File: src/rtl/fir_frame_sequencer.sv
// Frame sequencer for the folded FIR: streams FRAME_LEN reads from the sample ROM,
// writes FRAME_LEN results LAT cycles later, with start/busy/done, abort and frame count.
module fir_frame_sequencer #(
    parameter int ADDR_W    = 8,
    parameter int FRAME_LEN = 256,
    parameter int LAT       = 6
) (
    input  logic              clk,
    input  logic              reset,
    input  logic              start,
    input  logic              abort,
    output logic              busy,
    output logic              done,
    output logic [7:0]        frame_cnt,
    output logic              in_nce,
    output logic [ADDR_W-1:0] in_addr,
    output logic              filt_rstn,
    output logic              out_nce,
    output logic              out_nwrt,
    output logic [ADDR_W-1:0] out_addr
);
    localparam int CW = ADDR_W + 2;

    localparam logic [1:0] S_IDLE = 2'd0;
    localparam logic [1:0] S_RUN  = 2'd1;
    localparam logic [1:0] S_DONE = 2'd2;

    localparam logic [CW-1:0]     FL_C   = CW'(FRAME_LEN);
    localparam logic [CW-1:0]     LAT_C  = CW'(LAT);
    localparam logic [CW-1:0]     WEND_C = CW'(LAT + FRAME_LEN);
    localparam logic [CW-1:0]     LAST_C = CW'(LAT + FRAME_LEN - 1);
    localparam logic [ADDR_W-1:0] LAT_A  = ADDR_W'(LAT);

    logic [1:0]        state;
    logic [CW-1:0]     cyc;
    logic [CW-1:0]     cyc_nx;
    logic              go;
    logic              rd_nx;
    logic              wr_nx;
    logic [ADDR_W-1:0] wr_addr_nx;

    // Outputs are registered, so they are computed from the cycle count the FSM
    // is about to enter; this lands read 0 on the first RUN cycle.
    always_comb begin
        go     = 1'b0;
        cyc_nx = '0;
        case (state)
            S_IDLE: go = start && !abort;
            S_RUN: begin
                go     = !abort && (cyc != LAST_C);
                cyc_nx = cyc + 1'b1;
            end
            default: go = 1'b0;
        endcase
        rd_nx      = go && (cyc_nx < FL_C);
        wr_nx      = go && (cyc_nx >= LAT_C) && (cyc_nx < WEND_C);
        wr_addr_nx = cyc_nx[ADDR_W-1:0] - LAT_A;
    end

    always_ff @(posedge clk) begin
        if (reset) begin
            state     <= S_IDLE;
            cyc       <= '0;
            busy      <= 1'b0;
            done      <= 1'b0;
            frame_cnt <= 8'd0;
            in_nce    <= 1'b1;
            in_addr   <= '0;
            filt_rstn <= 1'b0;
            out_nce   <= 1'b1;
            out_nwrt  <= 1'b1;
            out_addr  <= '0;
        end else begin
            done      <= 1'b0;
            busy      <= go;
            filt_rstn <= go;
            in_nce    <= !rd_nx;
            out_nce   <= !wr_nx;
            out_nwrt  <= !wr_nx;
            if (rd_nx) in_addr  <= cyc_nx[ADDR_W-1:0];
            if (wr_nx) out_addr <= wr_addr_nx;
            case (state)
                S_IDLE: begin
                    cyc <= '0;
                    if (go) state <= S_RUN;
                end
                S_RUN: begin
                    cyc <= cyc_nx;
                    if (abort) begin
                        state <= S_IDLE;
                    end else if (cyc == LAST_C) begin
                        state     <= S_DONE;
                        done      <= 1'b1;
                        frame_cnt <= frame_cnt + 8'd1;
                    end
                end
                S_DONE:  state <= S_IDLE;
                default: state <= S_IDLE;
            endcase
        end
    end
endmodule

File: config.mk
export PLATFORM = sky130hd
export DESIGN_NAME = fir_frame_sequencer
export DESIGN_NICKNAME = d
export VERILOG_FILES = /design/src/rtl/fir_frame_sequencer.sv
export SDC_FILE = /design/constraint.sdc
export NUM_CORES = 1
export LEC_CHECK = 0
export CAP_MARGIN = 10
export CORE_AREA = 2 2 50 86
export DETAILED_ROUTE_END_ITERATION = 8
export DIE_AREA = 0 0 52 88
export PLACE_DENSITY = 0.85
export RECOVER_POWER = 25
export SYNTH_ARGS = -nofsm -noshare
export SYNTH_HDL_FRONTEND = slang
export SYNTH_SLANG_ARGS = --single-unit
File: constraint.sdc
create_clock -name clk -period 4.74 [get_ports clk]
set_input_delay 0.711 -clock clk [delete_from_list [all_inputs] [get_ports clk]]
set_output_delay 0.711 -clock clk [all_outputs]
set_load 0.01 [all_outputs]
Yosys cells after proc, flatten, opt, wreduce, memory -nomap -nowiden
Cells that the tools add are included.
Widths: inputs -> output; s select.

word-level totals
  bits of input ports = 4
  word-level logic and storage cells = 43
  register bits = 40

cells by class
  equal/unequal tests = 5
  $lt $le $gt $ge = 3
  reductions and logical operators = 13
  mux-type cells = 8
  add/sub/neg operators = 3
  bitwise logic cells = 2

operator list
  cell                   count
  $lt 10x9->1 const B    2
  $pmux 10 s2            1
  $add 10x1->10 const B  1
  $eq 10x9->1 const B    1
  $ge 10x3->1 const B    1
  $mux 10                1
  $ne 10x9->1 const B    1
  $add 8x1->8 const B    1
  $sub 8x3->8 const B    1
  $mux 2                 3
  $logic_and 1x1->1      5
  $pmux 2 s2             1
  $logic_not 1->1        3
  $ne 3x3->1 const B     1
  $reduce_and 3->1       1
  $reduce_or 3->1        1
  $eq 2x1->1 const B     1
  $logic_not 2->1        1
  $ne 2x2->1 const B     1
  $not 1->1              2
  $pmux 1 s2             1
  $reduce_and 2->1       1
  $reduce_bool 2->1      1
  $mux 1                 1

Longest topological paths before layout
Gate-level depths: netlist of the first run.

  depth after elaboration = 6
  gate-level depth with buffers = 9

Least setup slack after synthesis of the first run
No wires, ideal clock.

  path type = reg-to-reg
  start point = register cyc[0]
  end point = register out_addr[0]
  library setup time = 0.070 ns
  cell stages (with the launch flop) = 9
  setup slack = 2.517 ns
  required time = 4.670 ns
  arrival time = 2.152 ns
  cell sequence = dfxtp_1 -> ha_1 -> buf_2 -> a2111oi_0 -> a21oi_1 -> o22a_1 -> o21a_1 -> or4_1 -> a21oi_1

on the way
  cells in the longest elaborated chain, start to end = 5
  elaborated cells on any way between the ends = 10
  classes of those cells = add/sub (2); order compare (2); eq/ne (1); mux (2); reduce/logical (3)

ends and longest elaborated chain
  what                                          RTL line  RTL
  start, declared                               35        logic [CW-1:0] cyc;
  start signal, assigned                        88        cyc <= cyc_nx;
  $add 10x1->10 or $ne 10x9->1 (tied branches)  51, 50
  $mux 10 or $logic_and 1x1->1 (tied branches)  47, 50
  $ge 10x3->1 or $pmux 1 s2 (tied branches)     56, 47
  $logic_and 1x1->1 (2 in series)               56        wr_nx = go && (cyc_nx >= LAT_C) && (cyc_nx < WEND_C);
  end signal, assigned                          81        if (wr_nx) out_addr <= wr_addr_nx;
  end, declared                                 20        output logic [ADDR_W-1:0] out_addr

Parallel ways exist; a longest one is shown, timed or not.
A chain may end at the register's enable or synchronous reset.

Worst setup path in the final report of the first run
  start point = register state[1]
  end point = register out_addr[0]

on the way
  cells in the longest elaborated chain, start to end = 5
  elaborated cells on any way between the ends = 9
  classes of those cells = add/sub (1); order compare (2); eq/ne (1); mux (2); reduce/logical (3)

ends and longest elaborated chain
  what                             RTL line  RTL
  start, declared                  34        logic [1:0] state;
  start signal, assigned           62        state <= S_IDLE;
  start signal, assigned           85        if (go) state <= S_RUN;
  start signal, assigned           90        state <= S_IDLE;
  $eq 2x1->1                       47        case (state)
  $mux 10                          47
  $ge 10x3->1                      56
  $logic_and 1x1->1 (2 in series)  56

Parallel ways exist; a longest one is shown, timed or not.

==> qor.yml, run 1 <==
max_slew_margin_pct: 56.20
cp-start-kind: "flop"
synth.largest_area_cell: "dfxtp_1"
synthAdderAreaFrac_pct: 2.433
wl_per_cell_um: 15.17
cts_resized: 0
grt_max_degree: 33
layout-drive-gt1-share_pct: 5.682
grt_pass1_vias: 1783
synth_nets: 246
end_kind: "flop"
synth.yosys.seq_area_share_pct: 38.93
gp_congestion: 0.9446
viasPerCell: 5.865
synthTopCellsByArea: "dfxtp_1 (39%), nor2_1 (5.3%), mux2i_1 (4.9%)"
post-route-cell-area_um2: 2439
path_max_fanout: 16
clock_latency_ns: 0.29
cp.arrival_ns: 3.18
htree_num_levels: 2
grt-ovfl-total: 0
powerDensity_nw_per_um2: 236.9
start_util_pct: 53.20
hold_buffers: 0
min_path_cells: 2
tightest_slew_ns: 0.6570
root_buffer: "clkbuf_8"
synth_top_family_by_area: "simple AND/OR/NAND/NOR gates"
portBuffers: 33
status: "complete, no violations"
min_path_type: "reg2reg"
antenna-diode-count: 0
synth_compound_area_share_pct: 17.40
drc: 0
final_util_pct: 63.07
path_class: "reg2reg"
dieHeight_um: 88
cts_setup_buffers: 0
r2r_end: "out_addr[0]$_SDFFE_PP0P_"
cts_tree: "done"
setup_viol: 0
final_nets: 272
ys_top_cells_by_count: "dfxtp_1 (40), nor2_1 (29), nand2_1 (17)"
placed_cell_area_um2: 2367
path_clk_slew_ns: 0.08
r2r_start: "state[1]$_SDFFE_PP0P_"
syn_avg_cell_area_um2: 8.643
area_growth_pct: 18.55
cts_sinks: 40
worstHoldStart: "out_addr[4]$_SDFFE_PP0P_"
cp_data_required_time_ns: 4.96
synth_most_common_cell: "dfxtp_1"
dieArea_um2: 4576
synth_edf_count: 0
async_flop_share_pct: 0
dp_hpwl_um: 3422
yosysWarnings: 0
final-hold-violation-count: 0
reg2reg_slack_ns: 1.79
synth.distinct_cells: 51
synth_xor_area_share_pct: 5.535
whs_ns: 0.4611
finalCritPeriodShare_pct: 62.28
synth_top_area_share_pct: 38.93
rsz0062_at_grt: "false"
rows: 30
cap_violations: 0
period_minus_slack_ns: 2.952
drt_first_pass_iters: 4
whs_endpoint: "out_addr[4]$_SDFFE_PP0P_"
place_inst: 305
synth-seq-cells: 40
numCtsBuffers: 5
worst-r2r-cell-count: 6
muxShareOfSynthArea_pct: 4.866
grt_first_pass_wirelength_um: 7921
die_x_um: 52
finClkSkew_ns: 0.008017
io-pin-count: 34
p_leak_nw: 0.9115
mappedNetlistArea_um2: 2057
totalWireLength_um: 4732
core_area_um2: 3866
ir_worst_vdd_uv: 252.4
slew_viol_final: 0
cts.path.max_buffers: 2
antenna_found_initial: 0
synthSimpleGateAreaFrac_pct: 25.49
track_usage_pct: 22.86
ys.flop_type: "dfxtp_1"
synth_cells: 238
via_count: 1830
drtIter0Drc: 62
fmax_mhz: 338.8
ant_nets: 0
setup-tns-final_ns: 0
instances_no_fill: 312
stage by stage:
| stage | worst slack (ns) | power, mW |
|---|---|---|
| floorplan | 2.517 | 0.3642 |
| CTS | 1.920 | 0.5809 |
| global route | 1.621 | 0.5978 |
| global placement | 2.029 | 0.3732 |
| finish | 1.788 | 0.5778 |
| detailed placement | 1.947 | 0.3739 |
power breakdown:
| group | internal, mW | leakage [nW] | switching (mW) |
|---|---|---|---|
| Sequential | 0.338 | 0.323 | 0.00145 |
| Clock | 0.100 | 0.0410 | 0.112 |
| Combinational | 0.00991 | 0.548 | 0.0166 |
cell usage in the layout (no fill, tap or decap), types with 6 or more instances in the layout:
cell	count
inv_1	6
dfxtp_1	40
dlygate4sd3_1	13
nor2_1	29
nand2_1	17
o21ai_0	10
nand4_1	7
xor2_1	7
a21oi_1	16
clkdlybuf4s50_1	20
mux2i_1	10
nor4_1	6
xnor2_1	6
per-layer routing:
| layer | track usage, % | share of wire [%] |
|---|---|---|
| met4 | 16.03 | 5.7 |
| met5 | 0 | 0 |
| met2 | 37.86 | 51 |
| met1 | 25.77 | 39 |
| met3 | 4.096 | 5.0 |
final cells by class:
class / instances / area [um2]
inverters: 6 / 22.52
flip-flops and latches: 40 / 800.8
clock inverters: 1 / 5.005
well taps: 48 / 60.06
fillers: 317 / 1428
clock buffers: 6 / 72.57
repair buffers: 34 / 337.8
multi-input cells: 177 / 1140
logic make-up after synthesis:
group / Yosys count
flops: 40
simple gates: 97
mux: 10
fa+ha+maj: 4
buf+inv: 21
xor+xnor: 13
compound gates: 53
critical path, cell delays in order, from the launching register on:
cell	delay [ns]
dfxtp_1	0.67
nand2b_1	0.54
nor4_1	0.18
nor4_2	0.56
o21ai_1	0.26
or4_1	0.54
a21oi_1	0.13
flip-flops by register name (all words and copies together) (netlist names):
| register | count |
|---|---|
| out_nwrt | 1 |
| state | 2 |
| cyc | 10 |
| in_addr | 8 |
| frame_cnt | 8 |
| filt_rstn | 1 |
| done | 1 |
| in_nce | 1 |
| out_addr | 8 |
how the worst max path moves through the flow:
| stage | startpoint | end | slack (ns) | cells after the start |
|---|---|---|---|---|
| 2_1_floorplan | cyc[0]$_SDFFE_PP0P_ | out_addr[0]$_SDFFE_PP0P_ | 2.52 | 8 |
| 3_3_place_gp | state[1]$_SDFFE_PP0P_ | out_addr[0]$_SDFFE_PP0P_ | 2.03 | 6 |
| 3_5_place_dp | state[1]$_SDFFE_PP0P_ | out_addr[0]$_SDFFE_PP0P_ | 1.95 | 6 |
| 4_1_cts | state[1]$_SDFFE_PP0P_ | out_addr[0]$_SDFFE_PP0P_ | 1.92 | 6 |
| 5_1_grt | state[1]$_SDFFE_PP0P_ | out_addr[0]$_SDFFE_PP0P_ | 1.62 | 6 |
| 6_report | state[1]$_SDFFE_PP0P_ | out_addr[0]$_SDFFE_PP0P_ | 1.79 | 6 |
Note: power is estimated with default switching activity, not from simulation.
==> inputs of run 2 (changes only) <==
CORE_AREA = 2 2 53 92   (was 2 2 50 86)
DIE_AREA = 0 0 55 94   (was 0 0 52 88)
PLACE_DENSITY = 0.8   (was 0.85)
clock period = 2.4 ns   (was 4.74 ns; I/O delays follow)
==> run 2 against run 1 <==
Effect of this change: critical path depth unchanged; clock skew decreased by 0.0016 ns; worst setup slack got worse by 1.7 ns; non-clock buffer count increased by 15; clock-buffer cell count unchanged; cell count increased by 6.1%; sequential share of layout area decreased by 1.9 points; clock power increased to 2.6 times the previous value; utilization decreased by 4.0 points; first-iteration DRC count decreased by 35%; critical endpoint is now out_addr[1]$_SDFFE_PP0P_.
==> qor.yml, run 2 (synthesis results as in run 1) <==
cp_data_required_time_ns: 2.64  # -2.32 ns
grt_max_degree: 32  # -3.0%
ir_worst_vdd_uv: 590.4  # +130%
finalCritPeriodShare_pct: 95.84  # +34 points
p_leak_nw: 1.008  # +11%
setup-tns-final_ns: 0  # unchanged
finClkSkew_ns: 0.006372  # -0.001646 ns
layout-drive-gt1-share_pct: 13.21  # +7.5 points
grt-ovfl-total: 0  # unchanged
period_minus_slack_ns: 2.300  # -0.6518 ns
totalPowerFinal_mw: 1.273  # +120%
track_usage_pct: 21.48  # -1.4 points
core_area_um2: 4404  # +14%
internal_power_mw: 0.9994  # +120%
path_clk_slew_ns: 0.08  # about the same
p_sw_share_pct: 21.46  # -1.1 points
viasPerCell: 5.785  # -1.4%
portBuffers: 33  # unchanged
final_common_cell: "dfxtp_1"
max_slew_margin_pct: 62.01  # +5.8 points
dieArea_um2: 5170  # +13%
gp_congestion: 0.9201  # -2.6%
die_x_um: 55  # +5.8%
grt_pass1_vias: 1815  # +1.8%
status: "complete, no violations"
crit_start: "cyc[6]$_SDFFE_PP0P_"
tightest_slew_ns: 0.5681  # -0.08885 ns
seq_power_share_pct: 52.6  # -6.1 points
dp_hpwl_um: 3621  # +5.8%
min_path_type: "reg2reg"
ant_nets: 0  # unchanged
rows: 32  # +6.7%
drt_first_pass_iters: 5  # +1
final_nets: 287  # +5.5%
antenna-diode-count: 0  # unchanged
io-pin-count: 34  # unchanged
cts_sinks: 40  # unchanged
cts_tree: "done"
top_register: "cyc"
cap_violations: 0  # unchanged
crit_chain: "nand4_2 -> or4_1 -> o211a_2 -> and4_1 -> nor4_1 -> a31o_1"
cp.arrival_ns: 2.54  # -0.64 ns
drtIter0Drc: 40  # -35%
fmax_mhz: 434.7  # +28%
final-hold-violation-count: 0  # unchanged
p_switching_mw: 0.2731  # +110%
path_class: "reg2reg"
grt_first_pass_wirelength_um: 8259  # +4.3%
cp_slowest_cell: "or4_1"
r2r_start: "cyc[6]$_SDFFE_PP0P_"
comb_power_share_pct: 4.7  # about the same
fillers: 395  # +25%
powerDensity_nw_per_um2: 488.7  # +110%
htree_num_levels: 2  # unchanged
clock_latency_ns: 0.29  # about the same
cts.path.max_buffers: 2  # unchanged
end_kind: "flop"
antenna_found_initial: 0  # unchanged
dieHeight_um: 94  # +6.8%
via_count: 1915  # +4.6%
setup_slack_ns: 0.09976  # -1.688 ns
drc: 0  # unchanged
slowest_delay_ns: 0.57  # -0.10 ns
numCtsBuffers: 5  # unchanged
setup_viol: 0  # unchanged
whs_ns: 0.4539  # -0.007197 ns
final_cell_mix: "dfxtp_1 (37), nor2_1 (29), clkdlybuf4s50_1 (19), nand2_1 (17)"
area_growth_pct: 26.58
place_ws_ns: 0.1237  # -1.823 ns
slew_viol_final: 0  # unchanged
wl_per_cell_um: 15.18  # about the same
start_util_pct: 46.70  # -6.5 points
root_buffer: "clkbuf_8"
totalWireLength_um: 5023  # +6.1%
cp-start-kind: "flop"
path_max_fanout: 8  # -8
largest_reg_flops: 10  # unchanged
pwr-share-clk_pct: 42.7  # +6.0 points
worstHoldStart: "out_addr[4]$_SDFFE_PP0P_"
==> run 2: cell types whose count changed in the layout (fill, tap and decap cells not counted), sizes merged <==
cell and change:
bufinv +1, dlygate4sd3 +1, clkdlybuf4s50 -1, buf +15
==> run 2: worst max-delay path: cells and delay by family, from the launching register on <==
kind / cells / cell delay (ns)
simple gates: 4 / 1.43
compound gates: 2 / 0.32
flops: 1 / 0.49
==> run 2: what timing repair did <==
| item | in CTS | in global routing |
|---|---|---|
| endpoints found under the setup margin | 0 | 17 |
| hold buffers | 0 | 0 |
| resized for setup | 0 | 6 |
| buffers inserted | 0 | 1 |
==> run 2: layout make-up <==
cell class,count,area [um2],area share (%)
tap,51,63.81,2.451
timing repair buffer,49,450.4,17.30
clock inverter,2,35.03,1.346
multi-input combinational,177,1155,44.35
clock buffer,6,72.57,2.787
sequential,40,804.5,30.90
inverter,6,22.52,0.8650
==> run 2: per-layer routing <==
| metal | up-vias | routed length (um) | GRT usage, % |
|---|---|---|---|
| met4 | 0 | 196 | 10.16 |
| met1 | 907 | 1911 | 23.97 |
| met5 | - | 0 | 0 |
| met3 | 17 | 178 | 3.185 |
| li1 | 938 | - | - |
| met2 | 53 | 2736 | 37.60 |
==> run 2: metrics by stage <==
| step | utilization, % | cells | instance area, um2 |
|---|---|---|---|
| finish | 59.12 | 331 | 2604 |
| global route | 59.12 | 331 | 2604 |
| CTS | 58.66 | 330 | 2584 |
| detailed placement | 56.22 | 322 | 2476 |
| global placement | 56.22 | 322 | 2476 |
| floorplan | - | 238 | 2057 |
==> run 2: worst paths after layout <==
kind                              end  slack, ns  cells after the start
max          out_addr[1]$_SDFFE_PP0P_        0.1                      6
min          out_addr[4]$_SDFFE_PP0P_       0.45                      2
max reg2reg  out_addr[1]$_SDFFE_PP0P_        0.1                      6
min reg2reg  out_addr[4]$_SDFFE_PP0P_       0.45                      2
==> run 2: power groups by stage <==
| stage | registers (mW) | clock network [mW] | logic, mW |
|---|---|---|---|
| after CTS | 0.670 | 0.550 | 0.0601 |
| after detailed placement | 0.685 | 0 | 0.0598 |
| after global placement | 0.685 | 0 | 0.0590 |
| after global routing | 0.670 | 0.571 | 0.0650 |
| after floorplan | 0.685 | 0 | 0.0339 |
| final | 0.670 | 0.543 | 0.0596 |
==> inputs of run 3 (changes only) <==
CORE_AREA = 10 10 61 100   (was 2 2 53 92)
CTS_CLUSTER_DIAMETER = 60   (was default)
DIE_AREA = 0 0 71 110   (was 0 0 55 94)
==> run 3 against run 2 <==
Effect of this change: wire length rose by 8.4%; global-route usage down 7.5 points; sequential share of layout area shrank 0.25 points; largest power group unchanged; cell area up 0.34%; maximum frequency increased by 0.81%; combinational power grew 0.8%.
==> qor.yml, run 3 (synthesis results as in run 1) <==
status: "complete, no violations"
cts_resized: 0  # unchanged
setup_viol: 0  # unchanged
ir_worst_vdd_uv: 516.6  # -13%
final_nets: 288  # +0.35%
drc: 0  # unchanged
finClkSkew_ns: 0.008930  # +0.002558 ns
antenna_found_initial: 0  # unchanged
grt-ovfl-total: 0  # unchanged
cp_data_required_time_ns: 2.63  # about the same
die_x_um: 71  # +29%
p_sw_share_pct: 23.89  # +2.4 points
seq_power_share_pct: 55.1  # +2.5 points
cts.path.max_buffers: 2  # unchanged
ant_nets: 0  # unchanged
totalWireLength_um: 5445  # +8.4%
drtIter0Drc: 71  # +78%
p_switching_mw: 0.2902  # +6.3%
final_common_cell: "dfxtp_1"
start_util_pct: 46.70  # unchanged
io-pin-count: 34  # unchanged
grt_first_pass_wirelength_um: 8963  # +8.5%
fmax_mhz: 438.3  # +0.81%
final-hold-violation-count: 0  # unchanged
cts_setup_buffers: 0  # unchanged
layout-drive-gt1-share_pct: 13.17  # -0.047 points
path_max_fanout: 8  # unchanged
cp.arrival_ns: 2.52  # -0.02 ns
antenna-diode-count: 0  # unchanged
comb_power_share_pct: 5.0  # +0.3 points
dieArea_um2: 7810  # +51%
whs_ns: 0.4655  # +0.01155 ns
slew_viol_final: 0  # unchanged
min_path_type: "reg2reg"
hold_buffers: 0  # unchanged
internal_power_mw: 0.9244  # -7.5%
clock_latency_ns: 0.30  # about the same
finalCritPeriodShare_pct: 95.07  # -0.77 points
gp_congestion: 0.9146  # -0.60%
cts_sinks: 40  # unchanged
end_kind: "flop"
via_count: 1930  # +0.78%
area_growth_pct: 27.01
cap_violations: 0  # unchanged
htree_num_levels: 2  # unchanged
core_area_um2: 4404  # unchanged
powerDensity_nw_per_um2: 464.9  # -4.9%
wl_per_cell_um: 16.40  # +8.1%
largest_reg_flops: 10  # unchanged
cts_tree: "done"
max_slew_margin_pct: 62.38  # +0.37 points
portBuffers: 33  # unchanged
p_leak_nw: 0.9753  # -3.2%
cp-start-kind: "flop"
path_class: "reg2reg"
setup-tns-final_ns: 0  # unchanged
tightest_slew_ns: 0.5622  # -0.005977 ns
viasPerCell: 5.813  # +0.48%
dp_hpwl_um: 4066  # +12%
numCtsBuffers: 5  # unchanged
path_clk_slew_ns: 0.08  # about the same
track_usage_pct: 13.93  # -7.5 points
dieHeight_um: 110  # +17%
drt_first_pass_iters: 4  # -1
root_buffer: "clkbuf_8"
grt_max_degree: 32  # unchanged
grt_pass1_vias: 1836  # +1.2%
rsz0062_at_grt: "false"
top_register: "cyc"
final_cell_mix: "dfxtp_1 (40), clkdlybuf4s50_1 (33), nor2_1 (29), nand2_1 (17), buf_4 (17)"
period_minus_slack_ns: 2.282  # -0.01847 ns
pwr-share-clk_pct: 39.9  # -2.8 points
rows: 32  # unchanged
## run 3: path summary, 6_finish.rpt
path | startpoint | end | slack (ns) | cells past startpoint
max | cyc[0]$_SDFFE_PP0P_ | out_addr[0]$_SDFFE_PP0P_ | 0.12 | 8
min | out_addr[6]$_SDFFE_PP0P_ | out_addr[6]$_SDFFE_PP0P_ | 0.47 | 2
max reg2reg | cyc[0]$_SDFFE_PP0P_ | out_addr[0]$_SDFFE_PP0P_ | 0.12 | 8
min reg2reg | out_addr[6]$_SDFFE_PP0P_ | out_addr[6]$_SDFFE_PP0P_ | 0.47 | 2
## run 3: critical path, stage by stage, from the launching register on
cell and delay [ns]:
dfxtp_1 0.43, ha_1 0.24, buf_4 0.18, and4_1 0.19, a21oi_1 0.09, o22a_1 0.24, o21a_1 0.24, or4_1 0.47
a21oi_1 0.12
## run 3: layout make-up
| class | count | area, um2 |
|---|---|---|
| clock buffers | 6 | 82.58 |
| clock inverters | 2 | 15.01 |
| fillers | 394 | 1792 |
| inverters | 6 | 22.52 |
| multi-input cells | 177 | 1170 |
| flip-flops and latches | 40 | 800.8 |
| well taps | 51 | 63.81 |
| repair buffers | 50 | 457.9 |
## run 3: stage by stage
| step | cell area, um2 | std cells | utilization (%) | setup WS, ns | power, mW |
|---|---|---|---|---|---|
| final | 2613 | 332 | 59.32 | 0.1182 | 1.215 |
| after global routing | 2613 | 332 | 59.32 | 0.01277 | 1.249 |
| after CTS | 2589 | 332 | 58.78 | 0.1092 | 1.221 |
| after detailed placement | 2491 | 324 | 56.56 | 0.1356 | 0.7449 |
| after global placement | 2491 | 324 | 56.56 | 0.1887 | 0.7443 |
| after floorplan | 2057 | 238 | - | 0.1775 | 0.7193 |
## run 3: power by group through the flow
stage / Clock [mW] / Combinational, mW / Sequential, mW
2_1_floorplan: 0 / 0.0339 / 0.685
3_3_place_gp: 0 / 0.0591 / 0.685
3_5_place_dp: 0 / 0.0596 / 0.685
4_1_cts: 0.491 / 0.0598 / 0.670
5_1_grt: 0.514 / 0.0650 / 0.670
6_report: 0.485 / 0.0601 / 0.670
## run 3: layer usage
metal / vias up / wire length [um] / part of all wire, % / global-route usage, %
met4: 0 / 186 / 3.4 / 6.528
met3: 17 / 266 / 4.9 / 3.133
met2: 56 / 2963 / 54 / 26.56
li1: 936 / - / - / -
met1: 921 / 2028 / 37 / 13.80
met5: - / 0 / 0 / 0
